`src/rtl/layer_accumulator.sv`:
```
// ----------------------------------------------------------------------------
// layer_accumulator
//   Spiking-layer integrator in front of one rom_layer instance. A spike vector
//   from the previous layer is latched and its set bits are scanned one per
//   cycle, lowest first. Each set bit becomes a one-hot ROM address. The weight
//   row that comes back is added into NEURONS_OUT signed, saturating membrane
//   accumulators. The accumulators are then thresholded into the output spike
//   vector. Membrane potentials persist across samples until a neuron fires or
//   the block is reset.
//
//   Build option:
//     LAYER_LEAK_EN  when defined, every neuron that does not fire halves its
//                    potential in FIRE (arithmetic shift, floor). When it is
//                    undefined, such neurons keep their potential.
//
//   Ports:
//     clk         rising-edge clock
//     rst_n       synchronous reset, active low
//     spikes_in   input spike vector (NEURONS_IN bits)
//     in_valid    spikes_in valid
//     in_ready    block accepts a new sample (high only in IDLE)
//     rom_addr    one-hot ROM address, zero outside SCAN
//     rom_data    weight row returned by rom_layer in the same cycle
//     spikes_out  output spike vector (NEURONS_OUT bits)
//     out_valid   spikes_out valid
//     out_ready   downstream accepts spikes_out
// ----------------------------------------------------------------------------
module layer_accumulator #(
   parameter int unsigned W_SIZE      = 8,
   parameter int unsigned NEURONS_IN  = 4,
   parameter int unsigned NEURONS_OUT = 8,
   parameter int unsigned ACC_SIZE    = 16,
   parameter int          THRESHOLD   = 64
) (
   input  logic                          clk,
   input  logic                          rst_n,
   input  logic [NEURONS_IN-1:0]         spikes_in,
   input  logic                          in_valid,
   output logic                          in_ready,
   output logic [NEURONS_IN-1:0]         rom_addr,
   input  logic [NEURONS_OUT*W_SIZE-1:0] rom_data,
   output logic [NEURONS_OUT-1:0]        spikes_out,
   output logic                          out_valid,
   input  logic                          out_ready
);

   // One guard bit is enough to detect overflow of acc + weight,
   // because the weight is narrower than the accumulator.
   localparam int unsigned SUM_W = ACC_SIZE + 1;

   localparam logic signed [ACC_SIZE-1:0] ACC_MAX = {1'b0, {(ACC_SIZE-1){1'b1}}};
   localparam logic signed [ACC_SIZE-1:0] ACC_MIN = {1'b1, {(ACC_SIZE-1){1'b0}}};
   localparam logic signed [ACC_SIZE-1:0] THR     = ACC_SIZE'(THRESHOLD);

   typedef enum logic [1:0] {
      IDLE = 2'd0,
      SCAN = 2'd1,
      FIRE = 2'd2,
      OUT  = 2'd3
   } state_t;

   state_t                      state;
   logic [NEURONS_IN-1:0]       pending;
   logic signed [ACC_SIZE-1:0]  acc      [NEURONS_OUT];

   logic [SUM_W-1:0]            sum_ext  [NEURONS_OUT];
   logic signed [ACC_SIZE-1:0]  acc_sum  [NEURONS_OUT];
   logic signed [ACC_SIZE-1:0]  acc_keep [NEURONS_OUT];
   logic [NEURONS_OUT-1:0]      fire_vec;
   logic [NEURONS_IN-1:0]       pending_next;

   // Isolate the lowest set bit: v & -v.
   function automatic logic [NEURONS_IN-1:0] lowest_one(input logic [NEURONS_IN-1:0] v);
      return v & (~v + NEURONS_IN'(1));
   endfunction

   // Per-neuron datapath: saturating add, threshold compare, non-fire update.
   always_comb begin
      pending_next = pending & ~rom_addr;
      fire_vec     = '0;
      for (int j = 0; j < int'(NEURONS_OUT); j++) begin
         sum_ext[j]  = {acc[j][ACC_SIZE-1], acc[j]}
                     + {{(SUM_W-W_SIZE){rom_data[j*W_SIZE+W_SIZE-1]}},
                        rom_data[j*W_SIZE +: W_SIZE]};
         // Top two bits disagree only when the true sum left the ACC range.
         if (sum_ext[j][SUM_W-1] != sum_ext[j][SUM_W-2]) begin
            acc_sum[j] = sum_ext[j][SUM_W-1] ? ACC_MIN : ACC_MAX;
         end else begin
            acc_sum[j] = sum_ext[j][ACC_SIZE-1:0];
         end
         fire_vec[j] = (acc[j] >= THR);
`ifdef LAYER_LEAK_EN
         acc_keep[j] = acc[j] >>> 1;
`else
         acc_keep[j] = acc[j];
`endif
      end
   end

   // Control FSM with registered handshake, address and spike outputs.
   // rom_addr is preloaded with the next lowest pending bit so it is valid
   // for the whole SCAN cycle that consumes it.
   always_ff @(posedge clk) begin
      if (!rst_n) begin
         state      <= IDLE;
         pending    <= '0;
         rom_addr   <= '0;
         spikes_out <= '0;
         out_valid  <= 1'b0;
         in_ready   <= 1'b1;
         for (int j = 0; j < int'(NEURONS_OUT); j++) begin
            acc[j] <= '0;
         end
      end else begin
         case (state)
            IDLE: begin
               if (in_valid && in_ready) begin
                  pending  <= spikes_in;
                  in_ready <= 1'b0;
                  if (spikes_in != '0) begin
                     state    <= SCAN;
                     rom_addr <= lowest_one(spikes_in);
                  end else begin
                     state <= FIRE;
                  end
               end
            end

            SCAN: begin
               for (int j = 0; j < int'(NEURONS_OUT); j++) begin
                  acc[j] <= acc_sum[j];
               end
               pending <= pending_next;
               if (pending_next == '0) begin
                  state    <= FIRE;
                  rom_addr <= '0;
               end else begin
                  rom_addr <= lowest_one(pending_next);
               end
            end

            FIRE: begin
               spikes_out <= fire_vec;
               for (int j = 0; j < int'(NEURONS_OUT); j++) begin
                  acc[j] <= fire_vec[j] ? '0 : acc_keep[j];
               end
               out_valid <= 1'b1;
               state     <= OUT;
            end

            OUT: begin
               // in_ready stays low here so a new sample cannot be
               // accepted in the handshake cycle.
               if (out_ready) begin
                  out_valid <= 1'b0;
                  in_ready  <= 1'b1;
                  state     <= IDLE;
               end
            end

            default: begin
               state     <= IDLE;
               rom_addr  <= '0;
               out_valid <= 1'b0;
               in_ready  <= 1'b1;
            end
         endcase
      end
   end

endmodule

```
`config.mk`:
```
export PLATFORM = sky130hd
export DESIGN_NAME = layer_accumulator
export DESIGN_NICKNAME = d
export VERILOG_FILES = /design/src/rtl/layer_accumulator.sv
export SDC_FILE = /design/constraint.sdc
export NUM_CORES = 1
export LEC_CHECK = 0
export CORE_ASPECT_RATIO = 0.9
export CORE_MARGIN = 3
export CORE_UTILIZATION = 45
export DETAILED_ROUTE_END_ITERATION = 7
export PLACE_DENSITY_LB_ADDON = 0.2
export SLEW_MARGIN = 20
export SYNTH_ARGS = -nofsm -noshare
export SYNTH_HDL_FRONTEND = slang
export SYNTH_SLANG_ARGS = --single-unit
```
`constraint.sdc`:
```
create_clock -name clk -period 4 [get_ports clk]
set_input_delay 0.4 -clock clk [delete_from_list [all_inputs] [get_ports clk]]
set_output_delay 0.4 -clock clk [all_outputs]
set_load 0.01 [all_outputs]
```
Word level (Yosys, flattened, before mapping)
Memories as Yosys holds them, arrays and structs flattened. Index checks and enable logic that the tools add are counted.

Output and inout bits: 14. Input port bits: 72. Memory bits (read-only): 0. Latch bits: 0. Word-level logic and storage cells: 137. Memory bits (writable): 128. Memories kept: 1. Register bits: 20.

Order comparisons: 8. Muxes and demuxes: 63. Reduce and logical (&&, ||, !) cells: 12. $mul: 0. $add $sub $neg: 10. Bitwise operators: 22. Divide/modulo/power cells: 0. Shifts and indexed selects: 0. Equality and inequality tests: 15.

Memories: acc (words 8, bits a word 16, rd ports 8, clocked after Yosys merged registers in 0, write ports 8, RTL line 64) `logic signed [ACC_SIZE-1:0] acc [NEURONS_OUT];`.

Operators by type and width (count): 16-bit two-way mux (40); 16-bit by 8-bit adder with 17-bit output (8); 16-bit by 8-bit greater-or-equal comparator with 1-bit output (second input constant) (8); 4-bit two-way mux (4); 1-bit bitwise OR (16); 4-bit one-hot mux with 2 select lines (2); 4-bit bitwise AND (3); 4-bit inverter (3); 1-bit two-way mux (10); 3-bit AND reduction (3); 4-bit by 1-bit adder with 4-bit output (second input constant) (2); 2-bit two-way mux (4); 1-bit != test (8); 2-bit != test (second input constant) (4); 2-bit one-hot mux with 4 select lines (1); 2-bit nonzero test (3); 2-bit == test (second input constant) (2); 4-bit logical NOT (1); 1-bit one-hot mux with 2 select lines (2); 2-bit AND reduction (2); 4-bit nonzero test (1); 2-bit by 1-bit == test with 1-bit output (second input constant) (1); 2-bit logical NOT (1); 1-bit logical AND (1).

Longest topological paths before layout
Word-level depth: 7. Gate-level depth with buffers: 13. Mapped depth without buffers: 11.

Worst setup path after synthesis
OpenSTA, ideal clock, no wires.

Path kind: input to register. Start point: input port rom_data[56]. End point: memory acc[7][11] (netlist: acc[1][59]) (data pin). Path slack: 1.151 ns. Arrival: 2.703 ns. Required time: 3.854 ns. Library setup time: 0.146 ns. Stages: 12. Path buffers: 1. Path through: ha_1 -> inv_1 -> fa_1 -> nor2b_1 -> o31a_1 -> o31ai_1 -> a211o_1 -> a211o_1 -> a21o_1 -> or2_1 -> buf_2 -> a21oi_1.

RTL lines: from (decl) (RTL line 41) `input logic [NEURONS_OUT*W_SIZE-1:0] rom_data,`; to (decl) (RTL line 64).

==> impl_metrics.tcl <==
set metrics [dict create \
    status "finished, final reports clean" \
    post-route-cell-area_um2 15000 \
    vias 11497 \
    die_h_um 168 \
    synth_ff_type "edfxtp_1" \
    routabilityCongestion 0.866 \
    drv_cap 0 \
    p_clk_share_pct 13.6 \
    power.density_nw_per_um2 752 \
    drv_slew 0 \
    hold_class "register to register" \
    start_util_pct 46.5 \
    hold_ws_ps 479 \
    p_sw_w 0.00507 \
    clock.fmax_mhz 304 \
    routed_wl_um 31900 \
    htree_levels 4 \
    leakage_nw 6.16 \
    synth_edf_count 128 \
    rsz0062_at_grt "false" \
    via_per_inst 5.81 \
    die_area_um2 31400 \
    path_depth 10 \
    synth-seq-cells 148 \
    fin_cells 1978 \
    finalCritPeriodShare_pct 82.2 \
    numCtsBuffers 17 \
    ys_types 80 \
    critPathSlowestCell "o21ai_1" \
    syn2layout_area_growth_pct 13.8 \
    combPwrFrac_pct 60.9 \
    grt-ovfl-total 0 \
    crit_end "acc[0][39]" \
    syn_area_um2 13200 \
    fin_skew_ps 11.1 \
    p_sw_share_pct 44.9 \
    crit_top_cell "o21ai_0" \
    cp.arrival_ps 3430 \
    antenna_cells 0 \
    ys_top_cells_by_area "edfxtp_1 (29%), ha_1 (13%), a21oi_1 (6.2%), o21ai_0 (5.0%), nor2_1 (3.7%)" \
    cts.sinks 148 \
    wl_per_cell_um 16.1 \
    fin_crit_ps 3290 \
    ant_nets 0 \
    crit_chain "clkdlybuf4s50_1 -> ha_1 -> a21oi_1 -> o21ai_0 -> a21oi_1 -> nor2b_1 -> o21ai_0 -> a32oi_1 -> o21ai_1 -> o21ai_0" \
    drt_iter0_markers 718 \
    drc 0 \
    placementRows 58 \
    seq_power_share_pct 25.5 \
    reg2reg_from "acc[1][1]" \
    cts_hold_buf 0 \
    netlist_instances 1502 \
    post_cts_buffers 0 \
    intPower_w 0.00622 \
    p_total_w 0.0113 \
    grt_max_degree 20 \
    first_pass_iters 5 \
    start_kind "primary input" \
    slowest_delay_ps 780 \
    nets 1788 \
    portBuffers 85 \
    root_buffer "clkbuf_16" \
    worstSetupEndpointType "register" \
    antenna_found_initial 0 \
    path_delay_family "compound AO/OA/AOI/OAI gates" \
    setup_viol 0 \
    cts_tree "built" \
    drive_gt1_share_pct 5.04 \
    synth_area_leader_cell "edfxtp_1" \
    ys_seq_area_share_pct 32.2 \
    io_pins 86 \
    grt_pass1_vias 10820 \
    place_hpwl_um 23200 \
    insertion_delay_ps 440 \
    netlist.area_leader.share_pct 29.1 \
    critPathLaunch "rom_data[23]" \
    hold_viol_final 0 \
    crit_type "primary input to register" \
    cts.reportedPaths.clkPinSlew_ps 60 \
    path_buf_inv 1 \
    dp_cells 1946 \
    fp.coreArea_um2 28400 \
    grt_first_pass_wirelength_um 53000 \
    grtUsageTotal_pct 20.0 \
    min-delay-start "pending[0]" \
    yosys_warnings 0 \
    r2r-end "acc[1][8]" \
    slew_headroom_pct 35.7 \
    peakVddDrop_v 0.000286 \
    placed_cell_area_um2 14500 \
    cts_resized 0 \
    synth.avg_cell_area_um2 8.79 \
    cp.required_ps 4140 \
    setup_tns_ps 0 \
    die_w_um 187 \
    crit_path_max_fanout 15 \
    synth_nets 1715 \
    synthArstFlopShare_pct 0 \
    tightest_slew_ps 958 \
    clk_path_buf_depth 2 \
    r2r_slack_ps 870 \
    r2r_cells 8 \
]
## power groups by stage
stage          sequential (W)  combinational, W  clock [W]
2_1_floorplan         0.00280           0.00531          0
3_3_place_gp          0.00290           0.00668          0
3_5_place_dp          0.00290           0.00679          0
4_1_cts               0.00288           0.00685    0.00157
5_1_grt               0.00295           0.00773    0.00163
6_report              0.00288           0.00688    0.00154
## how the worst min path moves through the flow
stage / end / cells after the start
floorplan: pending[0] / 2
finish: pending[0] / 2
detailed placement: spikes_out[3] / 1
global placement: spikes_out[1] / 1
global route: pending[2] / 2
CTS: spikes_out[3] / 1
## cells by family after synthesis
logic type | after synthesis | synth area share (%)
compound gates | 548 | 27.1
xor+xnor | 82 | 5.44
fa+ha+maj | 167 | 15.8
buf+inv | 127 | 3.80
flops | 148 | 32.2
mux | 5 | 0.398
simple gates | 425 | 15.3
## per-stage QoR
step,setup WS [ps],utilization [%]
after floorplan,1150,-
after global placement,386,51.0
after detailed placement,234,51.0
after CTS,710,52.9
after global routing,453,52.9
final,711,52.9
## worst reg2reg max path: cells and delay by family (launching register included)
kind	cells	cell delay, ps
AOI/OAI and AO/OA	6	1830
adders and majority gates	2	680
DFF	1	380
## area by class of cell
class                           instances  area, um^2
Clock buffer                           18         429
Tap cell                              390         488
Inverter                               75         282
Timing Repair Buffer                  106        1010
Clock inverter                         14         114
Fill cell                            2589       13400
Sequential cell                       148        4240
Multi-Input combinational cell       1227        8450
## Yosys cell counts (14+ instances only)
library cell / count
nor2_1: 129
nor4_1: 16
nand3_1: 44
o211ai_1: 15
edfxtp_1: 128
dfxtp_1: 20
o21ai_0: 133
ha_1: 133
xnor2_1: 41
nand2b_1: 17
inv_1: 75
maj3_1: 26
nand2_1: 96
a21o_1: 52
clkbuf_1: 35
nor3_1: 44
o21a_1: 29
a21oi_1: 164
xor2_1: 41
nor2b_1: 19
a31oi_1: 15
or3_1: 14
## placed cells by master, fill, tap and decap left out, drive strengths merged, types with 20 or more instances in the layout
cell           netlist  layout
xor2                41      41
o21a                29      29
ha                 133     133
dfxtp               20      20
maj3                26      26
edfxtp             128     128
nand3               44      44
nor2               129     129
xnor2               41      41
inv                 75      76
o21ai              138     138
nor3                44      44
nand2               97      97
a21oi              166     166
a21o                52      52
buf                 15      21
clkdlybuf4s50        0      85
## metal layers
| metal | part of all wire (%) | track usage, % |
|---|---|---|
| met5 | 0 | 0 |
| met4 | 1.1 | 4.73 |
| met3 | 3.7 | 2.73 |
| met2 | 46 | 32.6 |
| met1 | 49 | 28.3 |
## flip-flops by register name (all words and copies together) (netlist names)
register,count
acc,128
spikes_out,8
pending,4
rom_addr,4
state,2
in_ready,1
out_valid,1
No activity file was read; power rests on OpenSTA's default activity.
==> patch 1 (config.mk and constraints unchanged) <==
Re-encode `state_t` (4 states) as one-hot, 4 bits wide.
--- a/src/rtl/layer_accumulator.sv
+++ b/src/rtl/layer_accumulator.sv
@@ -52,11 +52,11 @@
    localparam logic signed [ACC_SIZE-1:0] ACC_MIN = {1'b1, {(ACC_SIZE-1){1'b0}}};
    localparam logic signed [ACC_SIZE-1:0] THR     = ACC_SIZE'(THRESHOLD);
 
-   typedef enum logic [1:0] {
-      IDLE = 2'd0,
-      SCAN = 2'd1,
-      FIRE = 2'd2,
-      OUT  = 2'd3
+   typedef enum logic [3:0] {
+      IDLE = 4'b0001,
+      SCAN = 4'b0010,
+      FIRE = 4'b0100,
+      OUT  = 4'b1000
    } state_t;
 
    state_t                      state;
Function: no difference found for any inputs over 4 cycles, from zero or initial values and one cycle with rst_n low; so few cycles prove little.
==> patch 1 against the original RTL <==
- sequential cell count increased by 2
- synthesized area shrank 10%
- routed wire length decreased by 15%
- clock skew is 0.00090 ns higher
- setup slack got worse by 0.016 ns
- global-route usage is 0.78 points lower
- design area down 8.4%
- utilization up 1.1 points
Power is not compared: it rests on default switching activity, and its combinational part moved more than twofold at a synthesized area within 25%.
==> patch 1: results (changes against the original RTL) <==
[run_status]
status = finished, final reports clean

[hold_path]
hold_start = spikes_out[4]
whs_endpoint = spikes_out[4]

[setup_path]
startpoint = rom_data[47]
crit_path_end = acc[1][22]
reg2regPathDepth = 12  ; +4
critPathSlowestCell = clkdlybuf4s50_1
reg2reg_to = acc[0][20]
slowest_delay_ns = 0.62  ; -0.16 ns
arrival_ns = 3.45  ; +0.02 ns
reg2reg_from = acc[0][16]

[sta]
tightest_slew_ns = 1.01  ; +0.0510 ns
min_period_ns = 3.30  ; +0.0158 ns
hold_ws_ns = 0.450  ; -0.0288 ns

[drt]
post_drt_wl_per_cell_um = 16.1  ; -0.36%
num_vias = 9510  ; -17%
drt-initial-drc-count = 627  ; -13%

[placement]
gp_congestion = 0.846  ; -2.3%
dpl-instance-area_um2 = 13100  ; -9.3%
dp.cells = 1663  ; -15%
dp_hpwl_um = 19700  ; -15%
dpl_worst_slack_ns = 0.272  ; +0.0380 ns

[yosys]
yosys-top-cells-area = edfxtp_1, ha_1, o21ai_0, dfxtp_1, a21oi_1
yosys-top-cells-count = edfxtp_1, ha_1, o21ai_0, nor2_1, a21oi_1
avgSynthCellArea_um2 = 9.55  ; +8.7%

[finish]
fillCellCount = 2378  ; -8.1%
final_nets = 1548  ; -13%

[grt]
grt_pass1_vias = 9315  ; -14%
grt_util_met3_pct = 3.33  ; +0.60 points
grt_pass1_wl_um = 45100  ; -15%
grt_start_max_net_pins = 17  ; -15%
track_usage_pct = 19.2  ; -0.78 points
met1_usage_pct = 27.0  ; -1.3 points

[clock_tree]
clk_latency_ns = 0.42  ; -0.02 ns

patch 1: layout make-up:
| type | instances | area [µm²] | area share, % |
|---|---|---|---|
| clock buffers | 19 | 433 | 3.15 |
| clock inverters | 11 | 183 | 1.33 |
| inverters | 52 | 195 | 1.42 |
| multi-input cells | 1013 | 7220 | 52.5 |
| flip-flops and latches | 150 | 4280 | 31.1 |
| well taps | 342 | 428 | 3.11 |
| repair buffers | 106 | 1010 | 7.33 |
patch 1: cell families (layout without fill, tap and decap cells):
group | after synthesis | count (layout) | synth area share, %
muxes | 6 | 6 | 0.551
xor gates and xnor gates | 83 | 83 | 6.15
AOI/OAI and AO/OA | 447 | 447 | 25.1
and+or+nand+nor | 341 | 341 | 14.4
buffers and inverters | 74 | 188 | 2.69
DFF | 150 | 150 | 36.3
adders and majority gates | 136 | 136 | 14.9
patch 1: metal layers:
layer / vias to the layer above / share of wire [%]
met1: 4425 / 50
met4: 0 / 1.1
met3: 19 / 3.7
met5: - / 0
li1: 4899 / -
met2: 167 / 45
==> patch 2 (config.mk and constraints unchanged) <==
Without the edit above. Build with the macro `LAYER_LEAK_EN` defined.
--- a/src/rtl/layer_accumulator.sv
+++ b/src/rtl/layer_accumulator.sv
@@ -25,6 +25,8 @@
 //     out_valid   spikes_out valid
 //     out_ready   downstream accepts spikes_out
 // ----------------------------------------------------------------------------
+`define LAYER_LEAK_EN
+
 module layer_accumulator #(
    parameter int unsigned W_SIZE      = 8,
    parameter int unsigned NEURONS_IN  = 4,
Formal check against the unedited RTL: not equivalent (a bounded check fails within 10 cycles, from zero or initial values and one cycle with rst_n low).
==> patch 2 against the original RTL <==
- largest cell class unchanged
- sequential share of layout area down 0.15 points
- power increased by 13%
- synthesized cell count decreased by 7.2%
- die area is 3.1% lower
- synthesized area down 3.2%
- fmax is 13% lower
- hold slack worse by 0.0017 ns
- routed wire length is 2.2% lower
- largest power group unchanged
- setup slack got worse by 0.50 ns
- sequential cell count unchanged
- design area is 0.52% higher
- non-clock buffer count grew 40
==> patch 2: results (changes against the original RTL) <==
[yosys]
yosys-top-cells-count = nor2_1, ha_1, edfxtp_1, o21ai_0, nand2_1
synth_seq_area_share_pct = 33.2  ; +1.1 points
yosys_warnings = 0  ; unchanged
syn_nets = 1611  ; -6.1%
yosys-top-cells-area = edfxtp_1, ha_1, nor2_1, o21ai_0, a21oi_1
ys_types = 79  ; -1.3%

[placement]
gp_congestion = 0.859  ; -0.74%
dp_hpwl_um = 22600  ; -3.0%

[sta]
slew-limit-headroom_pct = 40.3  ; +4.6 points
fin_skew_ns = 0.0107  ; -0.000399 ns

[finish]
final_nets = 1728  ; -3.4%
fillCellCount = 2480  ; -4.2%
drive_above_1_share_pct = 9.06  ; +4.0 points

[clock_tree]
ctsHtreeMaxLevel = 4  ; unchanged
clk_latency_ns = 0.42  ; -0.02 ns
ctsHoldBuffers = 0  ; unchanged

[drt]
drt-initial-drc-count = 716  ; -0.28%
routed_wl_um = 31200  ; -2.2%
routed_via_density = 5.85  ; +0.72%

[setup_path]
cp_top_family = compound AO/OA/AOI/OAI gates
critPathSlowestCell = clkdlybuf4s50_1
slowest_delay_ns = 0.44  ; -0.34 ns
crit_fanout = 14  ; -1
arrival_ns = 3.96  ; +0.53 ns

[grt]
grt_start_max_net_pins = 57  ; +190%
track_usage_pct = 20.4  ; +0.45 points
grt_pass1_wl_um = 52200  ; -1.5%
use_met2_pct = 32.4  ; -0.24 points
met1_usage_pct = 29.4  ; +1.1 points
grt_pass1_vias = 10619  ; -1.9%
grt_util_met3_pct = 3.22  ; +0.49 points

[run_status]
status = finished, final reports clean

[power]
p_leak_nw = 6.22  ; +0.97%
peakVddDrop_mv = 0.345  ; +21%

[patch 2: cell types whose count changed after synthesis, moves of 24 or more]
cell / before / now
a211oi_1: 11 / 44
inv_1: 75 / 51
o21ai_0: 133 / 107
a221o_1: 1 / 38
a21o_1: 52 / 25
a21oi_1: 164 / 94
[patch 2: cell type report]
type	count	area (µm²)	share of cell area [%]
inverter	52	195	1.29
clock buffer	19	433	2.87
sequential	148	4240	28.1
clock inverter	13	149	0.986
tap	354	443	2.93
multi-input combinational	1146	8270	54.8
timing repair buffer	146	1360	9.00
[patch 2: through the flow]
step / cells / setup WS, ns / instance area, µm²
floorplan: 1394 / 0.118 / 12800
global placement: 1844 / -0.936 / 14400
global route: 1878 / 0.0306 / 15100
CTS: 1877 / 0.00966 / 15000
detailed placement: 1844 / -0.862 / 14400
finish: 1878 / 0.215 / 15100
[patch 2: final timing paths]
check                      from       endpoint  slack [ns]  cells past startpoint
setup / recovery   rom_data[49]     acc[1][42]        0.21                     18
hold / removal    spikes_out[0]  spikes_out[0]        0.48                      1
setup reg to reg     acc[1][33]     acc[1][42]        0.24                     17
hold reg to reg   spikes_out[0]  spikes_out[0]        0.48                      1
[patch 2: cell families after synthesis]
logic type | after synthesis | synth area share (%)
AO/OA/AOI/OAI | 455 | 24.6
AND/OR/NAND/NOR | 414 | 15.0
adder cells (fa/ha/maj) | 177 | 17.2
flip-flops | 148 | 33.2
buffers and inverters | 100 | 3.06
XOR/XNOR | 93 | 6.38
multiplexers | 7 | 0.568
[patch 2: worst reg2reg max path, cell delays in order, from the launching register on]
cell and delay, ns:
edfxtp_1 0.40, ha_1 0.29, a21o_1 0.18, a21o_1 0.21, a2111oi_4 0.34, buf_4 0.16, nand2b_1 0.12, o21ai_2 0.09
o41ai_2 0.21, buf_4 0.17, o21ai_0 0.11, mux2i_1 0.19, nand2b_4 0.17, ha_4 0.21, o211ai_1 0.14, a31oi_4 0.07
buf_12 0.17, a221o_1 0.27
[patch 2: per-layer routing]
layer,wire length (µm),up-vias
li1,-,5529
met1,15600,5219
met2,13900,214
met3,1290,30
met4,378,2
met5,13,-
[patch 2: power breakdown]
group	switching [mW]	internal (mW)	total [mW]	leakage [nW]
Clock	0.699	0.930	1.63	0.280
Sequential	0.567	2.72	3.29	1.53
Combinational	4.31	3.57	7.89	4.41
[patch 2: repair_timing]
action | CTS | global route
setup endpoints to repair | 15 | 15
gates cloned | 0 | 0
pin swaps | 2 | 1
buffers inserted | 1 | 1
gates resized for setup | 8 | 8
